$ cat src/rtl/cfg_bus_master.sv
// Initiator for the cfg register bus. It turns valid/ready commands into four-phase
// cs_n/ack_n transactions, bounds each phase with a timeout, and returns a response.
module cfg_bus_master #(
  parameter int unsigned TIMEOUT = 1024,
  parameter int unsigned CNT_W   = 16
) (
  input  logic             clk,
  input  logic             rst,
  input  logic             cmd_valid,
  output logic             cmd_ready,
  input  logic             cmd_rw,
  input  logic [31:0]      cmd_addr,
  input  logic [31:0]      cmd_wdata,
  output logic             rsp_valid,
  input  logic             rsp_ready,
  output logic [31:0]      rsp_rdata,
  output logic             rsp_err,
  output logic             cfg_cs_n,
  input  logic             cfg_ack_n,
  output logic             cfg_rw,
  output logic [31:0]      cfg_addr,
  output logic [31:0]      cfg_wdata,
  input  logic [31:0]      cfg_rdata,
  output logic             busy,
  output logic [CNT_W-1:0] timeout_cnt
);

  typedef enum logic [1:0] {IDLE, REQ, REL, RSP} state_t;

  localparam logic [CNT_W-1:0] CNT_LAST = CNT_W'(TIMEOUT - 1);

  state_t           state, state_nxt;
  logic [CNT_W-1:0] cnt;
  logic             req_timed_out;
  logic             cmd_hs, req_ack, req_to, rel_done, rel_to, tcnt_inc;

  always_comb begin
    cmd_hs   = cmd_valid && cmd_ready;
    req_ack  = (state == REQ) && !cfg_ack_n;
    req_to   = (state == REQ) && cfg_ack_n && (cnt == CNT_LAST);
    rel_done = (state == REL) && cfg_ack_n;
    rel_to   = (state == REL) && !cfg_ack_n && (cnt == CNT_LAST);
    // A transaction whose REQ already timed out must not be counted again in REL
    tcnt_inc = req_to || (rel_to && !req_timed_out);
  end

  always_ff @(posedge clk) begin
    if (rst) state <= IDLE;
    else     state <= state_nxt;
  end

  always_comb begin
    state_nxt = state;
    unique case (state)
      IDLE: if (cmd_hs)              state_nxt = REQ;
      REQ:  if (req_ack || req_to)   state_nxt = REL;
      REL:  if (rel_done || rel_to)  state_nxt = RSP;
      RSP:  if (rsp_ready)           state_nxt = IDLE;
      default:                       state_nxt = IDLE;
    endcase
  end

  always_comb begin
    cmd_ready = (state == IDLE) && !rst;
    busy      = (state != IDLE);
  end

  always_ff @(posedge clk) begin
    if (rst) begin
      cfg_cs_n      <= 1'b1;
      cfg_rw        <= 1'b0;
      cfg_addr      <= '0;
      cfg_wdata     <= '0;
      rsp_valid     <= 1'b0;
      rsp_rdata     <= '0;
      rsp_err       <= 1'b0;
      cnt           <= '0;
      req_timed_out <= 1'b0;
    end else begin
      unique case (state)
        IDLE: if (cmd_hs) begin
          cfg_rw    <= cmd_rw;
          cfg_addr  <= cmd_addr;
          cfg_wdata <= cmd_wdata;
          cfg_cs_n  <= 1'b0;
          cnt       <= '0;
        end
        REQ: begin
          if (req_ack) begin
            rsp_rdata     <= cfg_rw ? cfg_rdata : '0;
            rsp_err       <= 1'b0;
            cfg_cs_n      <= 1'b1;
            cnt           <= '0;
            req_timed_out <= 1'b0;
          end else if (req_to) begin
            rsp_rdata     <= '0;
            rsp_err       <= 1'b1;
            cfg_cs_n      <= 1'b1;
            cnt           <= '0;
            req_timed_out <= 1'b1;
          end else begin
            cnt <= cnt + CNT_W'(1);
          end
        end
        REL: begin
          if (rel_to) begin
            rsp_rdata <= '0;
            rsp_err   <= 1'b1;
            rsp_valid <= 1'b1;
          end else if (rel_done) begin
            rsp_valid <= 1'b1;
          end else begin
            cnt <= cnt + CNT_W'(1);
          end
        end
        RSP: if (rsp_ready) rsp_valid <= 1'b0;
        default: ;
      endcase
    end
  end

  always_ff @(posedge clk) begin
    if (rst)                            timeout_cnt <= '0;
    else if (tcnt_inc && timeout_cnt != '1) timeout_cnt <= timeout_cnt + CNT_W'(1);
  end

endmodule
$ cat config.mk
export PLATFORM = sky130hd
export DESIGN_NAME = cfg_bus_master
export DESIGN_NICKNAME = d
export VERILOG_FILES = /design/src/rtl/cfg_bus_master.sv
export SDC_FILE = /design/constraint.sdc
export NUM_CORES = 1
export LEC_CHECK = 0
export BUFFER_PORTS_ARGS = -buffer_cell sky130_fd_sc_hd__buf_4
export CORE_ASPECT_RATIO = 0.8
export CORE_MARGIN = 5
export CORE_UTILIZATION = 35
export CTS_CLUSTER_DIAMETER = 40
export DETAILED_ROUTE_END_ITERATION = 16
export GPL_TIMING_DRIVEN = 0
export PLACE_DENSITY = 0.63
export SLEW_MARGIN = 40
export SYNTH_ARGS = -nofsm -noshare
export SYNTH_HDL_FRONTEND = slang
export SYNTH_SLANG_ARGS = --single-unit
$ cat constraint.sdc
create_clock -name clk -period 3 [get_ports clk]
set_clock_uncertainty 0.2 [all_clocks]
set_input_delay 0.3 -clock clk [delete_from_list [all_inputs] [get_ports clk]]
set_output_delay 0.3 -clock clk [all_outputs]
set_load 0.005 [all_outputs]
### Word level (Yosys, flattened, before mapping)

Cells that the tools add are included.

| storage, ports and cells | value |
|---|---|
| input bits | 102 |
| memory bits (read-only) | 0 |
| memory bits (writable) | 0 |
| memories kept | 0 |
| register bits after elaboration | 135 |
| bits in latches | 0 |
| logic and storage cells | 84 |
| output and inout port bits | 118 |

| operators by class | value |
|---|---|
| div/mod/pow operators | 0 |
| equality and inequality tests | 14 |
| mux-type cells | 27 |
| shifts and indexed selects | 0 |
| bitwise gates (word level) | 0 |
| add/sub/neg operators | 2 |
| reductions and logical operators | 30 |
| multipliers | 0 |
| $lt $le $gt $ge | 0 |

Operators with widths:

| operator | count |
|---|---|
| $mux 32 | 4 |
| $mux 16 | 5 |
| $pmux 32 s2 | 1 |
| $pmux 16 s3 | 1 |
| $add 16x1->16 const B | 2 |
| $eq 16x10->1 const B | 1 |
| $ne 16x16->1 const B | 1 |
| $logic_and 1x1->1 | 10 |
| $ne 2x2->1 const B | 5 |
| $reduce_bool 2->1 | 5 |
| $reduce_and 3->1 | 3 |
| $mux 1 | 8 |
| $mux 2 | 4 |
| $pmux 2 s4 | 1 |
| $reduce_and 4->1 | 2 |
| $ne 3x3->1 const B | 2 |
| $pmux 1 s2 | 3 |
| $eq 2x2->1 const B | 2 |
| $ne 2x1->1 const B | 2 |
| $reduce_and 2->1 | 2 |
| $logic_not 1->1 | 3 |
| $logic_or 1x1->1 | 3 |
| $reduce_bool 3->1 | 1 |
| $eq 2x1->1 const B | 1 |
| $logic_not 2->1 | 1 |

### Logic depth before layout (Yosys ltp)

| logic depth | value |
|---|---|
| depth after elaboration | 6 |
| gate-level depth with buffers | 9 |
| depth with buffers taken out | 7 |

### Worst setup path after synthesis

Ideal clock, no wire load.

| path | value |
|---|---|
| path type | register to register |
| from | register state[0] |
| to | register timeout_cnt[7] |
| required time | 2.741 ns |
| path buffers | 2 |
| stages on the path, launching flop included | 10 |
| arrival time | 2.250 ns |
| slack | 0.491 ns |
| clock period less this slack | 2.509 ns |
| cells stage by stage | dfxtp_1 -> inv_1 -> ha_1 -> buf_4 -> or2b_2 -> o21a_1 -> or4_1 -> buf_2 -> or4_1 -> nand2_1 |

| between the ends | value |
|---|---|
| longest elaborated chain between the ends | 6 |

Ends and longest elaborated chain:

| item | line | source |
|---|---|---|
| from (decl) | 32 | `state_t state, state_nxt;` |
| from (signal assigned) | 49 | `else state <= state_nxt;` |
| $eq 2x2->1 | 42 | `rel_to = (state == REL) && !cfg_ack_n && (cnt == CNT_LAST);` |
| $logic_and 1x1->1 (2 in series) | 42 |  |
| $logic_and 1x1->1 | 44 | `tcnt_inc = req_to \|\| (rel_to && !req_timed_out);` |
| $logic_or 1x1->1 (*) | 44 |  |
| $logic_and 1x1->1 (*) | 124 | `else if (tcnt_inc && timeout_cnt != '1) timeout_cnt <= timeout_cnt + CNT_W'(1);` |
| to (signal assigned) | 124 |  |
| to (decl) | 25 | `output logic [CNT_W-1:0] timeout_cnt` |

Every way passes the cells marked *; elsewhere a longest branch is shown, timed or not.
A chain may end at the register's enable or synchronous reset.

### Worst setup path in the final report

| path | value |
|---|---|
| from | register state[0] |
| to | register cnt[14] |

| between the ends | value |
|---|---|
| longest elaborated chain between the ends | 6 |

Ends and longest elaborated chain:

| item | line | source |
|---|---|---|
| $eq 2x1->1 | 39, 40, 80 |  |
| $logic_and 1x1->1 (2 in series) | 40 | `req_to = (state == REQ) && cfg_ack_n && (cnt == CNT_LAST);` |
| $mux 16 | 95 | `end else if (req_to) begin` |
| $mux 16 | 89 | `if (req_ack) begin` |
| $pmux 16 s3 | 80 | `unique case (state)` |
| to (signal assigned) | 102 | `cnt <= cnt + CNT_W'(1);` |
| to (signal assigned) | 113 | `cnt <= cnt + CNT_W'(1);` |
| to (decl) | 33 | `logic [CNT_W-1:0] cnt;` |

Parallel ways exist; a longest one is shown, timed or not.

==> summary.md <==
| Metric | Value |
|---|---|
| Final period util | `0.930` |
| H-tree depth | `4` |
| Die Wd | `146 um` |
| Crit path launch type | `flip-flop` |
| Final non-filler cell area | `0.00871 sq mm` |
| Cells after Synth | `599` |
| Vias in the first global route | `5,557` |
| Residual DRC | `0` |
| DIE AREA | `0.0175 sq mm` |
| Final Hold Viols | `0` |
| Hold path depth | `4` |
| Ys flop type | `dfxtp_1` |
| DR vias | `5,633` |
| DRT antenna net count | `0` |
| Status | `complete, no violations` |
| Sw power | `1.61 mW` |
| Fin nets | `1,042` |
| # port buffers | `218` |
| RSZ-0062 raised after global routing | `no` |
| Mean Syn Cell Area | `8.70 sq um` |
| Clock share of power | `0.388` |
| WP data arrival | `2.86 ns` |
| Maximum VDD drop | `0.000418 V` |
| Max FO, Critical Path | `10` |
| Synth Warn # | `0` |
| DP HPWL | `12,500 um` |
| Final setup vio count | `0` |
| Clock latency at the later pin of the worst-skew pair | `0.40 ns` |
| Gr ovfl total | `0` |
| Class of the most critical hold timing path | `primary input to flip-flop` |
| Hold WS | `0.119 ns` |
| Crit. End Element | `flip-flop` |
| Via density | `4.98` |
| TritonCTS clock tree | `built` |
| Relative slew slack | `0.582` |
| Register bit total from synthesis | `135` |
| Period minus WS final | `2.79 ns` |
| CTS root buffer | `clkbuf_16` |
| Async SR Flop Fraction | `0` |
| R2R depth | `9` |
| Reg clk slew, reported paths | `0.06 ns` |
| Total negative slack | `0 ns` |
| Commonest non-fill, non-tap cell in the layout | `buf_4` |
| Top cell type's share of synthesized area | `0.518` |
| DR WL/cell | `16.2 um` |
| Register area share after synthesis | `0.518` |
| Die height | `119 um` |
| Placement Rows | `39` |
| Largest net degree at the start of global routing | `17` |
| Area contributors post-synth | `dfxtp_1, nand2_1, o21ai_0` |
| Combinational Power Share | `0.233` |
| Max Clk Rate | `358 MHz` |
| Area after DPL | `0.00709 sq mm` |
| CORE AREA | `0.0144 sq mm` |
| Max Root-Sink Buffers | `2` |
| 1st-pass router iterations | `4` |
| Syn nets | `707` |
| Int Pwr | `4.09 mW` |
| Final Max Slew Viols | `0` |
| Sequential share of power | `0.379` |
| Iter 0 DRT Violations | `271` |
| MaxCap Viol Count | `0` |
| Distinct cells, synth | `47` |
| Final GP Congestion | `0.812` |
| Initial Utilization | `0.361` |
| Tot GR Track Use | `0.205` |
| CTS Buf Count | `17` |
| Commonest cells after routing, fill and taps aside | `buf_4, nand2_1, dfxtp_1, dlygate4sd3_1, o21ai_0` |
| Required time worst endpoint | `3.07 ns` |
| Switch share | `0.282` |
| PwrDens | `655 mW/mm^2` |
| Share of layout cells above drive strength 1 | `0.285` |
| EDFF count, synth | `0` |
| Post-synth top area cell | `dfxtp_1` |
| Power Total | `5.70 mW` |
| Synth Cell Area | `0.00521 sq mm` |
| N_diodes | `0` |
| I/O pin count | `220` |
| Clock sinks | `135` |
| Worst-Margin Slew | `0.626 ns` |
| Initial antenna violation count | `0` |
| Synth-to-layout area growth | `67.0%` |
| Leakage Power | `3.69 nW` |
| Fill count | `1,179` |
| First-pass GRT wire length | `28,900 um` |
| DRT Wirelength | `18,300 um` |
| Crit path kind | `flip-flop to flip-flop` |
-- worst paths after layout --
check / startpoint / to / slack, ns
worst min-delay path: cmd_valid / cfg_cs_n / 0.12
worst max-delay path: state[0] / cnt[14] / 0.21
worst min register to register: cfg_addr[12] / cfg_addr[12] / 0.26
worst max register to register: state[0] / cnt[14] / 0.21
-- worst max-delay path, stage by stage, from the launching register on --
cell and delay [ns]:
dfxtp_1 0.37, inv_1 0.09, ha_1 0.20, buf_4 0.16, a21o_1 0.21, a21oi_1 0.37
nand2_1 0.23, a2bb2oi_2 0.34, clkbuf_1 0.40, nor2_1 0.10
-- per-stage QoR --
stage          worst slack, ns   util  cells
2_1_floorplan            0.491      -    599
3_3_place_gp            0.0253  0.490   1001
3_5_place_dp            0.0929  0.491   1001
4_1_cts                 0.0726  0.602   1130
5_1_grt                0.00174  0.603   1130
6_report                 0.209  0.603   1130
-- flip-flops by register name, indices dropped and copies added, names as in the netlist --
signal         flops
cfg_addr          32
cfg_wdata         32
rsp_rdata         32
cnt               16
timeout_cnt       16
state              2
cfg_cs_n           1
cfg_rw             1
req_timed_out      1
rsp_err            1
rsp_valid          1
-- layout make-up --
cell class | count | area [sq um] | share of cell area
Sequential cell | 135 | 2700 | 0.310
Timing Repair Buffer | 316 | 2620 | 0.301
Multi-Input combinational cell | 419 | 2350 | 0.270
Clock buffer | 19 | 453 | 0.0520
Tap cell | 184 | 230 | 0.0264
Clock inverter | 12 | 176 | 0.0203
Buffer | 39 | 155 | 0.0178
Inverter | 6 | 22.5 | 0.00259
-- routing by layer --
layer	share of wire	GRT usage	vias to the layer above
met4	0.022	0.0793	0
met5	0	0	-
met3	0.097	0.0907	26
li1	-	-	2755
met1	0.41	0.240	2627
met2	0.47	0.331	225
-- logic make-up after synthesis --
group                      after synthesis  synth area share
xor gates and xnor gates                17            0.0286
adders and majority gates                6            0.0144
DFF                                    135             0.518
and+or+nand+nor                        249             0.229
AOI/OAI and AO/OA                      147             0.175
buffers and inverters                   45            0.0341
-- Yosys cell counts, types with 2 or more instances --
library cell and instances:
nand4_1 8, and4_1 3, and3_2 2, a22o_1 32, inv_1 5, or4_1 6
nor2b_1 5, nor4_1 2, a21oi_1 21, xor2_1 13, o21ai_0 77, a211o_1 2
and3_1 5, nor3_1 6, and2_1 2, nand2_1 147, nand2b_1 3, clkbuf_1 36
o31ai_1 4, and4_2 6, xnor2_1 4, dfxtp_1 135, or3_1 6, nand3_1 19
a211oi_1 3, ha_1 6, nor2_1 21
-- power by group through the flow --
stage / Combinational, mW / Sequential (mW) / Clock, mW
2_1_floorplan: 0.536 / 2.19 / 0
3_3_place_gp: 1.17 / 2.18 / 0
3_5_place_dp: 1.20 / 2.19 / 0
4_1_cts: 1.31 / 2.16 / 2.25
5_1_grt: 1.46 / 2.19 / 2.34
6_report: 1.33 / 2.16 / 2.21
-- timing repair --
action                                  CTS  global route
hold buffers                             98             0
gates resized for setup                   0             1
endpoints found under the setup margin    0            10
endpoints found under the hold margin    98             0
buffers inserted                          0             0
Power figures use the tool's default switching activity.
